File: config.mk
export PLATFORM = sky130hd
export DESIGN_NAME = jtag_tap_fsm_flat
export DESIGN_NICKNAME = d
export VERILOG_FILES = /design/src/rtl/jtag_tap_fsm_if.sv /design/src/rtl/jtag_tap_fsm.sv /design/src/flat_wrapper.sv
export SDC_FILE = /design/constraint.sdc
export NUM_CORES = 1
export LEC_CHECK = 0
export BUFFER_PORTS_ARGS = -buffer_cell sky130_fd_sc_hd__buf_4
export CAP_MARGIN = 25
export CORE_AREA = 2 2 39 41
export DETAILED_ROUTE_END_ITERATION = 12
export DIE_AREA = 0 0 41 43
export HOLD_SLACK_MARGIN = 0.15
export PLACE_DENSITY = 0.42
export SLEW_MARGIN = 10
export SYNTH_ARGS = -nofsm -noshare
export SYNTH_HDL_FRONTEND = slang
export SYNTH_SLANG_ARGS = --single-unit
File: constraint.sdc
create_clock -name i_tck -period 3.8 [get_ports i_tck]
set_input_delay 0.19 -clock i_tck [delete_from_list [all_inputs] [get_ports i_tck]]
set_output_delay 0.19 -clock i_tck [all_outputs]
set_load 0.02 [all_outputs]
File: src/rtl/jtag_tap_fsm_if.sv
// Interface between the TAP controller and the IR/DR scan cells: tms in, scan strobes out.
// Defining TAP_STATE_OBS_EN adds the tap_state observation bus.
interface jtag_tap_fsm_if;
  logic       tms;
  logic       tap_reset_n;
  logic       shiftIR;
  logic       clockIR;
  logic       updateIR;
  logic       shiftDR;
  logic       clockDR;
  logic       updateDR;
  logic       select;
  logic       tdo_en;
  logic       run_idle;
`ifdef TAP_STATE_OBS_EN
  logic [3:0] tap_state;
`endif

  modport master (
    input  tms,
    output tap_reset_n, shiftIR, clockIR, updateIR,
    output shiftDR, clockDR, updateDR,
    output select, tdo_en, run_idle
`ifdef TAP_STATE_OBS_EN
    , output tap_state
`endif
  );

  modport slave (
    output tms,
    input  tap_reset_n, shiftIR, clockIR, updateIR,
    input  shiftDR, clockDR, updateDR,
    input  select, tdo_en, run_idle
`ifdef TAP_STATE_OBS_EN
    , input tap_state
`endif
  );
endinterface

File: src/rtl/jtag_tap_fsm.sv
// IEEE 1149.1 TAP controller with Moore-decoded IR/DR scan strobes in the tck domain.
// Optional TAP_STATE_OBS_EN exports the IEEE state code as tap_state[3:0].
module jtag_tap_fsm #(
  parameter int unsigned Encoding = 0,
  parameter int unsigned SyncMode = 1
) (
  input logic            i_tck,
  input logic            i_trst_n,
  jtag_tap_fsm_if.master io_tap
);

  typedef enum logic [3:0] {
    StEx2Dr = 4'h0,
    StEx1Dr = 4'h1,
    StShDr  = 4'h2,
    StPauDr = 4'h3,
    StSelIr = 4'h4,
    StUpdDr = 4'h5,
    StCapDr = 4'h6,
    StSelDr = 4'h7,
    StEx2Ir = 4'h8,
    StEx1Ir = 4'h9,
    StShIr  = 4'hA,
    StPauIr = 4'hB,
    StRti   = 4'hC,
    StUpdIr = 4'hD,
    StCapIr = 4'hE,
    StTlr   = 4'hF
  } tap_state_e;

  localparam int unsigned StW = (Encoding == 1) ? 16 : 4;
  localparam logic [StW-1:0] RstVal = (Encoding == 1) ? StW'(32'h8000) : StW'(32'hF);

  logic [StW-1:0] r_state;
  logic [StW-1:0] w_state_next;
  tap_state_e     w_cur;
  tap_state_e     w_next;
  logic           w_illegal;
  logic           w_clock_ir;
  logic           w_clock_dr;

  if (Encoding == 1) begin : g_onehot
    // Zero or multiple hot bits decode as TLR and force TLR on the next edge.
    always_comb begin
      w_cur = StTlr;
      for (int i = 0; i < 16; i++) begin
        if (r_state[i]) w_cur = tap_state_e'(i[3:0]);
      end
      w_illegal = !$onehot(r_state);
      if (w_illegal) w_cur = StTlr;
    end
    assign w_state_next = StW'(1) << w_next;
  end else begin : g_binary
    assign w_cur        = tap_state_e'(r_state);
    assign w_illegal    = 1'b0;
    assign w_state_next = w_next;
  end

  always_ff @(posedge i_tck) begin
    if (!i_trst_n) r_state <= RstVal;
    else           r_state <= w_state_next;
  end

  always_comb begin
    w_next = StTlr;
    if (!w_illegal) begin
      unique case (w_cur)
        StTlr:   w_next = io_tap.tms ? StTlr   : StRti;
        StRti:   w_next = io_tap.tms ? StSelDr : StRti;
        StSelDr: w_next = io_tap.tms ? StSelIr : StCapDr;
        StCapDr: w_next = io_tap.tms ? StEx1Dr : StShDr;
        StShDr:  w_next = io_tap.tms ? StEx1Dr : StShDr;
        StEx1Dr: w_next = io_tap.tms ? StUpdDr : StPauDr;
        StPauDr: w_next = io_tap.tms ? StEx2Dr : StPauDr;
        StEx2Dr: w_next = io_tap.tms ? StUpdDr : StShDr;
        StUpdDr: w_next = io_tap.tms ? StSelDr : StRti;
        StSelIr: w_next = io_tap.tms ? StTlr   : StCapIr;
        StCapIr: w_next = io_tap.tms ? StEx1Ir : StShIr;
        StShIr:  w_next = io_tap.tms ? StEx1Ir : StShIr;
        StEx1Ir: w_next = io_tap.tms ? StUpdIr : StPauIr;
        StPauIr: w_next = io_tap.tms ? StEx2Ir : StPauIr;
        StEx2Ir: w_next = io_tap.tms ? StUpdIr : StShIr;
        StUpdIr: w_next = io_tap.tms ? StSelDr : StRti;
        default: w_next = StTlr;
      endcase
    end
  end

  assign w_clock_ir = (w_cur == StCapIr) || (w_cur == StShIr);
  assign w_clock_dr = (w_cur == StCapDr) || (w_cur == StShDr);

  assign io_tap.tap_reset_n = (w_cur != StTlr);
  assign io_tap.shiftIR     = (w_cur == StShIr);
  assign io_tap.clockIR     = (SyncMode != 0) ? w_clock_ir : !w_clock_ir;
  assign io_tap.updateIR    = (w_cur == StUpdIr);
  assign io_tap.shiftDR     = (w_cur == StShDr);
  assign io_tap.clockDR     = (SyncMode != 0) ? w_clock_dr : !w_clock_dr;
  assign io_tap.updateDR    = (w_cur == StUpdDr);
  assign io_tap.select      = w_cur inside {StSelIr, StCapIr, StShIr, StEx1Ir,
                                            StPauIr, StEx2Ir, StUpdIr};
  assign io_tap.tdo_en      = (w_cur == StShIr) || (w_cur == StShDr);
  assign io_tap.run_idle    = (w_cur == StRti);

`ifdef TAP_STATE_OBS_EN
  assign io_tap.tap_state = w_cur;
`endif

endmodule

File: src/flat_wrapper.sv
// flat-port wrapper written by rule: the top's interface ports become plain ports
module jtag_tap_fsm_flat 
#(
  parameter int unsigned Encoding = 0,
  parameter int unsigned SyncMode = 1
)
  (i_tck, i_trst_n, io_tap_tms, io_tap_tap_reset_n, io_tap_shiftIR, io_tap_clockIR, io_tap_updateIR, io_tap_shiftDR, io_tap_clockDR, io_tap_updateDR, io_tap_select, io_tap_tdo_en, io_tap_run_idle);
  jtag_tap_fsm_if io_tap_i ();
  input logic i_tck;
  input logic i_trst_n;
  input wire logic [$bits(io_tap_i.tms)-1:0] io_tap_tms;
  output wire logic [$bits(io_tap_i.tap_reset_n)-1:0] io_tap_tap_reset_n;
  output wire logic [$bits(io_tap_i.shiftIR)-1:0] io_tap_shiftIR;
  output wire logic [$bits(io_tap_i.clockIR)-1:0] io_tap_clockIR;
  output wire logic [$bits(io_tap_i.updateIR)-1:0] io_tap_updateIR;
  output wire logic [$bits(io_tap_i.shiftDR)-1:0] io_tap_shiftDR;
  output wire logic [$bits(io_tap_i.clockDR)-1:0] io_tap_clockDR;
  output wire logic [$bits(io_tap_i.updateDR)-1:0] io_tap_updateDR;
  output wire logic [$bits(io_tap_i.select)-1:0] io_tap_select;
  output wire logic [$bits(io_tap_i.tdo_en)-1:0] io_tap_tdo_en;
  output wire logic [$bits(io_tap_i.run_idle)-1:0] io_tap_run_idle;
  assign io_tap_i.tms = io_tap_tms;
  assign io_tap_tap_reset_n = io_tap_i.tap_reset_n;
  assign io_tap_shiftIR = io_tap_i.shiftIR;
  assign io_tap_clockIR = io_tap_i.clockIR;
  assign io_tap_updateIR = io_tap_i.updateIR;
  assign io_tap_shiftDR = io_tap_i.shiftDR;
  assign io_tap_clockDR = io_tap_i.clockDR;
  assign io_tap_updateDR = io_tap_i.updateDR;
  assign io_tap_select = io_tap_i.select;
  assign io_tap_tdo_en = io_tap_i.tdo_en;
  assign io_tap_run_idle = io_tap_i.run_idle;
  jtag_tap_fsm #(.Encoding(Encoding), .SyncMode(SyncMode)) u_core (.i_tck(i_tck), .i_trst_n(i_trst_n), .io_tap(io_tap_i));
endmodule
==> flow_summary.json, run 1 <==
{
  "status": "completed",
  "drv_slew": 0,
  "largest_register_ffs": 4,
  "gp_congestion": 0.701,
  "synth.cell_area_um2": 315,
  "drv_cap": 0,
  "die_x_um": 41,
  "drive_gt1_frac": 0.327,
  "cts_buffers": 3,
  "setup_viol": 0,
  "num_rows": 14,
  "fin_util": 0.311,
  "critPathRequiredTime_ps": 3610,
  "ir_worst_vdd_mv": 0.132,
  "cts.sinks": 4,
  "multi_input_area_um2": 200,
  "synth_top_area_share": 0.254,
  "fin_skew_ps": 0.800,
  "yosys-top-cells-area": "dfxtp_1, nand2_1, a21oi_1",
  "fillCellCount": 167,
  "dr.pass1.iters": 1,
  "yosysWarnings": 0,
  "synth_top_family_by_area": "simple AND/OR/NAND/NOR gates",
  "synth_async_sr_flop_share": 0,
  "final_antenna_net_count": 0,
  "period_share": 0.433,
  "synth_edf_count": 0,
  "max_freq_mhz": 608,
  "dpl.hpwl_um": 499,
  "grt_usage": 0.110,
  "dieArea_mm2": 0.00176,
  "antenna_found_initial": 0,
  "postCtsSetupBuffers": 0,
  "ys_top_cells_by_count": "nand2_1, dfxtp_1, nor2_1, a21oi_1, nor3_1",
  "drt-total-wl_um": 720,
  "clk_latency_ps": 240,
  "dieHeight_um": 43,
  "avgSynthCellArea_um2": 7.33,
  "startpoint_type": "flop",
  "endpoint_kind": "output pin",
  "htree_num_levels": 1,
  "worstMarginPinSlew_ps": 394,
  "finalHoldViolCount": 0,
  "fin_crit_ps": 1640,
  "hp-class": "in2reg",
  "grt_pass1_vias": 295,
  "core_area_mm2": 0.00138,
  "synth_seq_cells": 4,
  "initial_utilization": 0.228,
  "muxShareOfSynthArea": 0.0317,
  "fin_tns_setup_ps": 0,
  "hold-worst-slack_ps": 204,
  "clockBufferDepth": 2,
  "cts_resized": 0,
  "post-synth-top-count-cell": "nand2_1",
  "rsz0062_at_grt": "false",
  "viasPerCell": 4.61,
  "overflow": 0,
  "yosys.area_share.simple": 0.401,
  "synth_compound_area_frac": 0.202,
  "root_buffer": "clkbuf_4",
  "arrival_ps": 1450,
  "antennaDiodeCount": 0,
  "power_density_mw_per_mm2": 420,
  "critPathMaxFanout": 13,
  "drt_iter0_markers": 0,
  "cts_tree": "yes",
  "synthToLayoutAreaGrowth_pct": 36.5,
  "reg.largest.list": "u_core.r_state (4)",
  "seqCellArea_um2": 80.1,
  "clk_pin_slew_ps": 40,
  "timing.slew.headroom": 0.737,
  "port_buffers": 12,
  "synthXorXnorAreaFrac": 0,
  "post_drt_wl_per_cell_um": 10.1,
  "grt_pass1_wl_mm": 1.28,
  "hold_buffers": 1,
  "drcViolationCount": 0,
  "synth_cell_type_count": 26,
  "synth-main-ff-cell": "dfxtp_1",
  "io_pins": 13,
  "yosys.area_share.adder": 0,
  "vias": 327,
  "p_leak_nw": 0.211,
  "critPathKind": "reg2out",
  "yosys.area.top_type": "dfxtp_1",
  "grt_max_degree": 14,
  "syn-instance-count": 43,
  "seq_area_frac_synth": 0.254,
  "syn_nets": 46,
  "regMostFlops": "u_core.r_state",
  "nets": 60
}
cell usage in the layout (no fill, tap or decap):
cell type      count
nand3_1            1
nand2b_1           1
nand4_1            1
nand2_1            5
nor3b_1            1
o21ai_0            2
o21bai_1           1
or4b_1             1
dfxtp_1            4
inv_1              2
a21oi_1            3
buf_4             12
o211ai_1           1
or3b_2             1
o31ai_1            1
nor2_1             4
nor3_1             3
a21o_1             1
mux2i_1            1
nand2b_4           1
a21oi_2            1
or2b_1             1
clkbuf_4           3
nor2b_1            2
dlygate4sd3_1      1
report_power, final:
group          switching [mW]  internal [mW]  leakage [nW]  total [mW]
registers              0.0142         0.0474        0.0333      0.0617
logic                  0.0336         0.0307         0.164      0.0643
clock network          0.0193         0.0355        0.0138      0.0548
cells by family (layout without fill, tap and decap cells):
group                  Yosys count  count (layout)
AND/OR/NAND/NOR                 22              22
buffers and inverters            6              18
AO/OA/AOI/OAI                   10              10
multiplexers                     1               1
flip-flops                       4               4
routing by layer:
metal | global-route usage | wire length (um)
met1 | 0.141 | 320
met2 | 0.141 | 336
met3 | 0.0314 | 40
met5 | 0 | 0
met4 | 0.100 | 22
final cells by class:
class | count | area share
multi-input cells | 33 | 0.465
inverters | 2 | 0.0174
well taps | 16 | 0.0465
flip-flops and latches | 4 | 0.186
repair buffers | 13 | 0.233
clock buffers | 3 | 0.0523
worst max-delay path: stages, from the launching register on:
cell      delay [ps]
dfxtp_1          540
nor2b_1          260
mux2i_1          100
o21bai_1         150
buf_4            160
through the flow:
step	instance area (um2)	power, mW	setup slack, ps	instances
finish	430	0.181	2160	71
floorplan	315	0.107	2390	43
detailed placement	398	0.126	2380	67
global placement	398	0.128	2350	67
CTS	430	0.184	2140	71
global route	430	0.195	1990	71
worst paths after layout:
check	start	end	slack, ps	cells after the start
worst max-delay path	u_core.r_state[2]	io_tap_select	2160	4
worst min-delay path	io_tap_tms	u_core.r_state[0]	200	2
worst max register to register	u_core.r_state[0]	u_core.r_state[1]	2390	3
worst min register to register	u_core.r_state[0]	u_core.r_state[0]	630	2
No activity file was read; power rests on OpenSTA's default activity.
==> run 2, diff against run 1 <==
- PLACE_DENSITY: 0.42 -> 0.44
- clock period: 3.8 -> 1.4 ns (I/O delays scaled with it)
==> run 2 against run 1 <==
Compared with the run above:
- clock power increased to 2.6 times the previous value
- sequential power increased to 2.5 times the previous value
- sequential share of layout area fell by 1.9 points
- routed wire length grew 17%
- die area did not move
- final cell count increased by 11%
==> flow_summary.json, run 2 (synthesis gave the netlist of run 1 again) <==
{
  "status": "completed",
  "vias": 357,
  "final_common_cell": "buf_4",
  "timing.slew.headroom": 0.855,
  "root_buffer": "clkbuf_4",
  "drv_slew": 0,
  "drcViolationCount": 0,
  "fillCellCount": 157,
  "overflow": 0,
  "grt_pass1_vias": 316,
  "placed_area_um2": 435,
  "grt_max_degree": 10,
  "grt_pass1_wl_mm": 1.36,
  "num_rows": 14,
  "critPathMaxFanout": 5,
  "gp_congestion": 0.762,
  "worstMarginPinSlew_ps": 215,
  "endpoint_kind": "output pin",
  "design_area_um2": 500,
  "fin_tns_setup_ps": 0,
  "dieHeight_um": 43,
  "core_area_mm2": 0.00138,
  "htree_num_levels": 1,
  "clockBufferDepth": 2,
  "dr.pass1.iters": 2,
  "dieArea_mm2": 0.00176,
  "dpl.hpwl_um": 597,
  "critPathKind": "reg2out",
  "power_density_mw_per_mm2": 1070,
  "viasPerCell": 4.52,
  "p_leak_nw": 0.247,
  "drt_iter0_markers": 1,
  "clk_pin_slew_ps": 40,
  "io_pins": 13,
  "hold-worst-slack_ps": 582,
  "cp_num_buf_inv": 2,
  "cts.sinks": 4,
  "ir_worst_vdd_mv": 0.357,
  "finalHoldViolCount": 0,
  "arrival_ps": 1310,
  "clk_latency_ps": 240,
  "layout_setup_ws_ps": 16.3,
  "crit_family": "flip-flops",
  "final_cell_mix": "buf_4, nand2_1, nor2_1",
  "cp_slowest_cell": "dfxtp_2",
  "grt_usage": 0.115,
  "synthToLayoutAreaGrowth_pct": 58.7,
  "total_power_uw": 534,
  "worstPathCellList": "buf_6 > or2b_1 > a21oi_1 > o21bai_1 > buf_4",
  "antennaDiodeCount": 0,
  "hp-class": "in2reg",
  "max_freq_mhz": 723,
  "post_drt_wl_per_cell_um": 10.7,
  "critPathRequiredTime_ps": 1330,
  "cp_slowest_stage_delay_ps": 320,
  "final_antenna_net_count": 0,
  "startpoint_type": "flop",
  "cts_buffers": 3,
  "drv_cap": 0,
  "largest_register_ffs": 4,
  "regMostFlops": "u_core.r_state",
  "setup_viol": 0,
  "fin_skew_ps": 0.457,
  "drive_gt1_frac": 0.444,
  "antenna_found_initial": 0,
  "die_x_um": 41,
  "reg.largest.list": "u_core.r_state (4)",
  "drt-total-wl_um": 845,
  "cts_tree": "yes",
  "rsz0062_at_grt": "true",
  "fin_crit_ps": 1380,
  "nets": 68,
  "dp_slack_ps": 110,
  "port_buffers": 12,
  "initial_utilization": 0.228,
  "period_share": 0.988
}
## run 2: cell types whose count changed in the layout (fill, tap and decap cells not counted)
cell / before / now
dfxtp_1: 4 / 1
dfxtp_2: 0 / 3
buf_4: 12 / 18
buf_6: 0 / 1
dlygate4sd3_1: 1 / 2
## run 2: power by group
part	internal [mW]	total, mW	switching (mW)
logic	0.117	0.234	0.117
registers	0.131	0.156	0.0247
clock network	0.0959	0.143	0.0472
total	0.345	0.534	0.189
## run 2: metrics by stage
step                      utilization  cells
after floorplan                     -     43
after global placement          0.315     72
after detailed placement        0.315     72
after CTS                       0.362     79
after global routing            0.362     79
final                           0.362     79
## run 2: repair_timing
action                     in CTS  in global routing
resized for setup               4                  0
pin swaps                       2                  0
hold endpoints to repair        4                  0
setup endpoints to repair       2                  2
setup buffers                   2                  0
hold buffers                    2                  0
## run 2: worst paths after layout
| path | start | endpoint | slack [ps] | cells past startpoint |
|---|---|---|---|---|
| worst max register to register | u_core.r_state[1] | u_core.r_state[1] | 60 | 5 |
| worst max-delay path | u_core.r_state[1] | io_tap_select | 20 | 5 |
| worst min-delay path | i_trst_n | u_core.r_state[2] | 580 | 3 |
| worst min register to register | u_core.r_state[2] | u_core.r_state[1] | 600 | 2 |
## run 2: final cells by class
cell class / instances / area, um2 / share of cell area
Clock buffer: 3 / 22.5 / 0.0450
Inverter: 2 / 7.51 / 0.0150
Multi-Input combinational cell: 33 / 200 / 0.400
Sequential cell: 4 / 83.8 / 0.167
Tap cell: 16 / 20.0 / 0.0400
Timing Repair Buffer: 21 / 166 / 0.333
## run 2: routing by layer
metal	global-route usage	up-vias	wire (um)
met1	0.155	161	375
met3	0.0157	2	27
met5	0	-	0
li1	-	187	-
met4	0.0800	0	16
met2	0.159	7	426
## run 2: worst min-delay path: stages
cell	delay, ps
dlygate4sd3_1	520
buf_4	120
nand2_1	50
==> run 3, diff against run 2 <==
- CTS_CLUSTER_SIZE: not set -> 12
- PLACE_DENSITY: 0.44 -> not set
- PLACE_DENSITY_LB_ADDON: not set -> 0.3
==> run 3 against run 2 <==
Compared with the run above:
- clock skew is 2.1 ps higher
- utilization is 0.36 points lower
- count of clock-buffer cells in the layout stayed put
- critical endpoint unchanged
- largest cell class unchanged
==> flow_summary.json, run 3 (synthesis gave the netlist of run 1 again) <==
{
  "finalHoldViolCount": 0,
  "fin_util": 0.358,
  "status": "completed",
  "rsz0062_at_grt": "false",
  "grt_pass1_vias": 321,
  "dieHeight_um": 43,
  "worstMarginPinSlew_ps": 217,
  "critPathMaxFanout": 4,
  "clk_latency_ps": 230,
  "ir_worst_vdd_mv": 0.293,
  "crit_path_start": "u_core.r_state[0]",
  "final_antenna_net_count": 0,
  "core_area_mm2": 0.00138,
  "critPathKind": "reg2out",
  "switchingPower_uw": 184,
  "drt_iter0_markers": 5,
  "cts_tree": "yes",
  "num_rows": 14,
  "drt-total-wl_um": 850,
  "endpoint_kind": "output pin",
  "hp-class": "in2reg",
  "htree_num_levels": 1,
  "regMostFlops": "u_core.r_state",
  "final_cell_mix": "buf_4, nand2_1, nor2_1",
  "timing.slew.headroom": 0.854,
  "p_comb_frac": 0.432,
  "reg2reg_slack_ps": 120,
  "initial_utilization": 0.228,
  "pwr-share-seq": 0.300,
  "antennaDiodeCount": 0,
  "setup_viol": 0,
  "dr.pass1.iters": 2,
  "swShare": 0.353,
  "antenna_found_initial": 0,
  "power_density_mw_per_mm2": 1050,
  "startpoint_type": "flop",
  "grt_usage": 0.127,
  "critPathRequiredTime_ps": 1330,
  "fin_skew_ps": 2.52,
  "drv_cap": 0,
  "drv_slew": 0,
  "clockBufferDepth": 2,
  "port_buffers": 12,
  "clk_pin_slew_ps": 40,
  "period_share": 0.946,
  "reg.largest.list": "u_core.r_state (4)",
  "rr_endpoint": "u_core.r_state[1]",
  "clock_power_share": 0.267,
  "dp.cells": 71,
  "vias": 357,
  "reg2reg_depth": 4,
  "arrival_ps": 1250,
  "gp_congestion": 0.696,
  "nets": 67,
  "overflow": 0,
  "dieArea_mm2": 0.00176,
  "p_int_uw": 338,
  "fin_tns_setup_ps": 0,
  "fin_crit_ps": 1320,
  "largest_register_ffs": 4,
  "grt_max_degree": 10,
  "dpl.hpwl_um": 591,
  "synthToLayoutAreaGrowth_pct": 57.1,
  "post_drt_wl_per_cell_um": 10.9,
  "root_buffer": "clkbuf_4",
  "io_pins": 13,
  "die_x_um": 41,
  "regToRegStartpoint": "u_core.r_state[1]",
  "viasPerCell": 4.58,
  "drive_gt1_frac": 0.468,
  "finalNonFillerCells": 78,
  "max_freq_mhz": 755,
  "crit_end": "io_tap_select",
  "drcViolationCount": 0,
  "grt_pass1_wl_mm": 1.47,
  "p_leak_nw": 0.243,
  "cts_buffers": 3,
  "final_common_cell": "buf_4",
  "cts.sinks": 4
}
run 3: stage by stage:
stage	power, mW	worst slack (ps)	area [um2]	hold WS (ps)
floorplan	0.291	112	315	132
global placement	0.364	144	428	276
detailed placement	0.364	116	428	271
CTS	0.532	13.1	493	574
global route	0.564	8.69	495	582
finish	0.522	75.3	495	573
run 3: power by group through the flow:
| stage | clock, mW | combinational [mW] | sequential, mW |
|---|---|---|---|
| final | 0.139 | 0.226 | 0.157 |
| after global routing | 0.155 | 0.247 | 0.161 |
| after floorplan | 0 | 0.155 | 0.136 |
| after global placement | 0 | 0.209 | 0.155 |
| after CTS | 0.145 | 0.233 | 0.154 |
| after detailed placement | 0 | 0.209 | 0.155 |
run 3: routing by layer:
metal,track usage,share of wire,vias to the layer above,wire length (um)
met5,0,0,-,0
met4,0.100,0.014,0,12
met3,0.0366,0.044,2,37
met2,0.166,0.51,5,433
met1,0.164,0.43,165,367
li1,-,-,185,-
run 3: what timing repair did:
action	in CTS	in global routing
gates resized for setup	4	3
setup endpoints to repair	2	2
setup buffers	2	1
hold endpoints to repair	4	0
pin swaps	1	1
hold buffers	2	0
run 3: how the worst min path moves through the flow:
| stage | startpoint | endpoint | slack, ps | cells after the start |
|---|---|---|---|---|
| floorplan | i_trst_n | u_core.r_state[2] | 130 | 1 |
| global placement | i_trst_n | u_core.r_state[2] | 280 | 2 |
| CTS | i_trst_n | u_core.r_state[2] | 570 | 3 |
| detailed placement | i_trst_n | u_core.r_state[2] | 270 | 2 |
| global route | i_trst_n | u_core.r_state[2] | 580 | 3 |
| finish | i_trst_n | u_core.r_state[2] | 570 | 3 |
run 3: final cells by class:
type | instances | area [um2]
Clock buffer | 3 | 22.5
Fill cell | 154 | 888
Inverter | 2 | 7.51
Multi-Input combinational cell | 33 | 203
Sequential cell | 4 | 87.6
Tap cell | 16 | 20.0
Timing Repair Buffer | 20 | 155
run 3: worst max-delay path: stages (launching register included):
cell and delay, ps:
dfxtp_4 350, or2b_1 260, a21oi_1 140, o21bai_1 120
buf_4 160
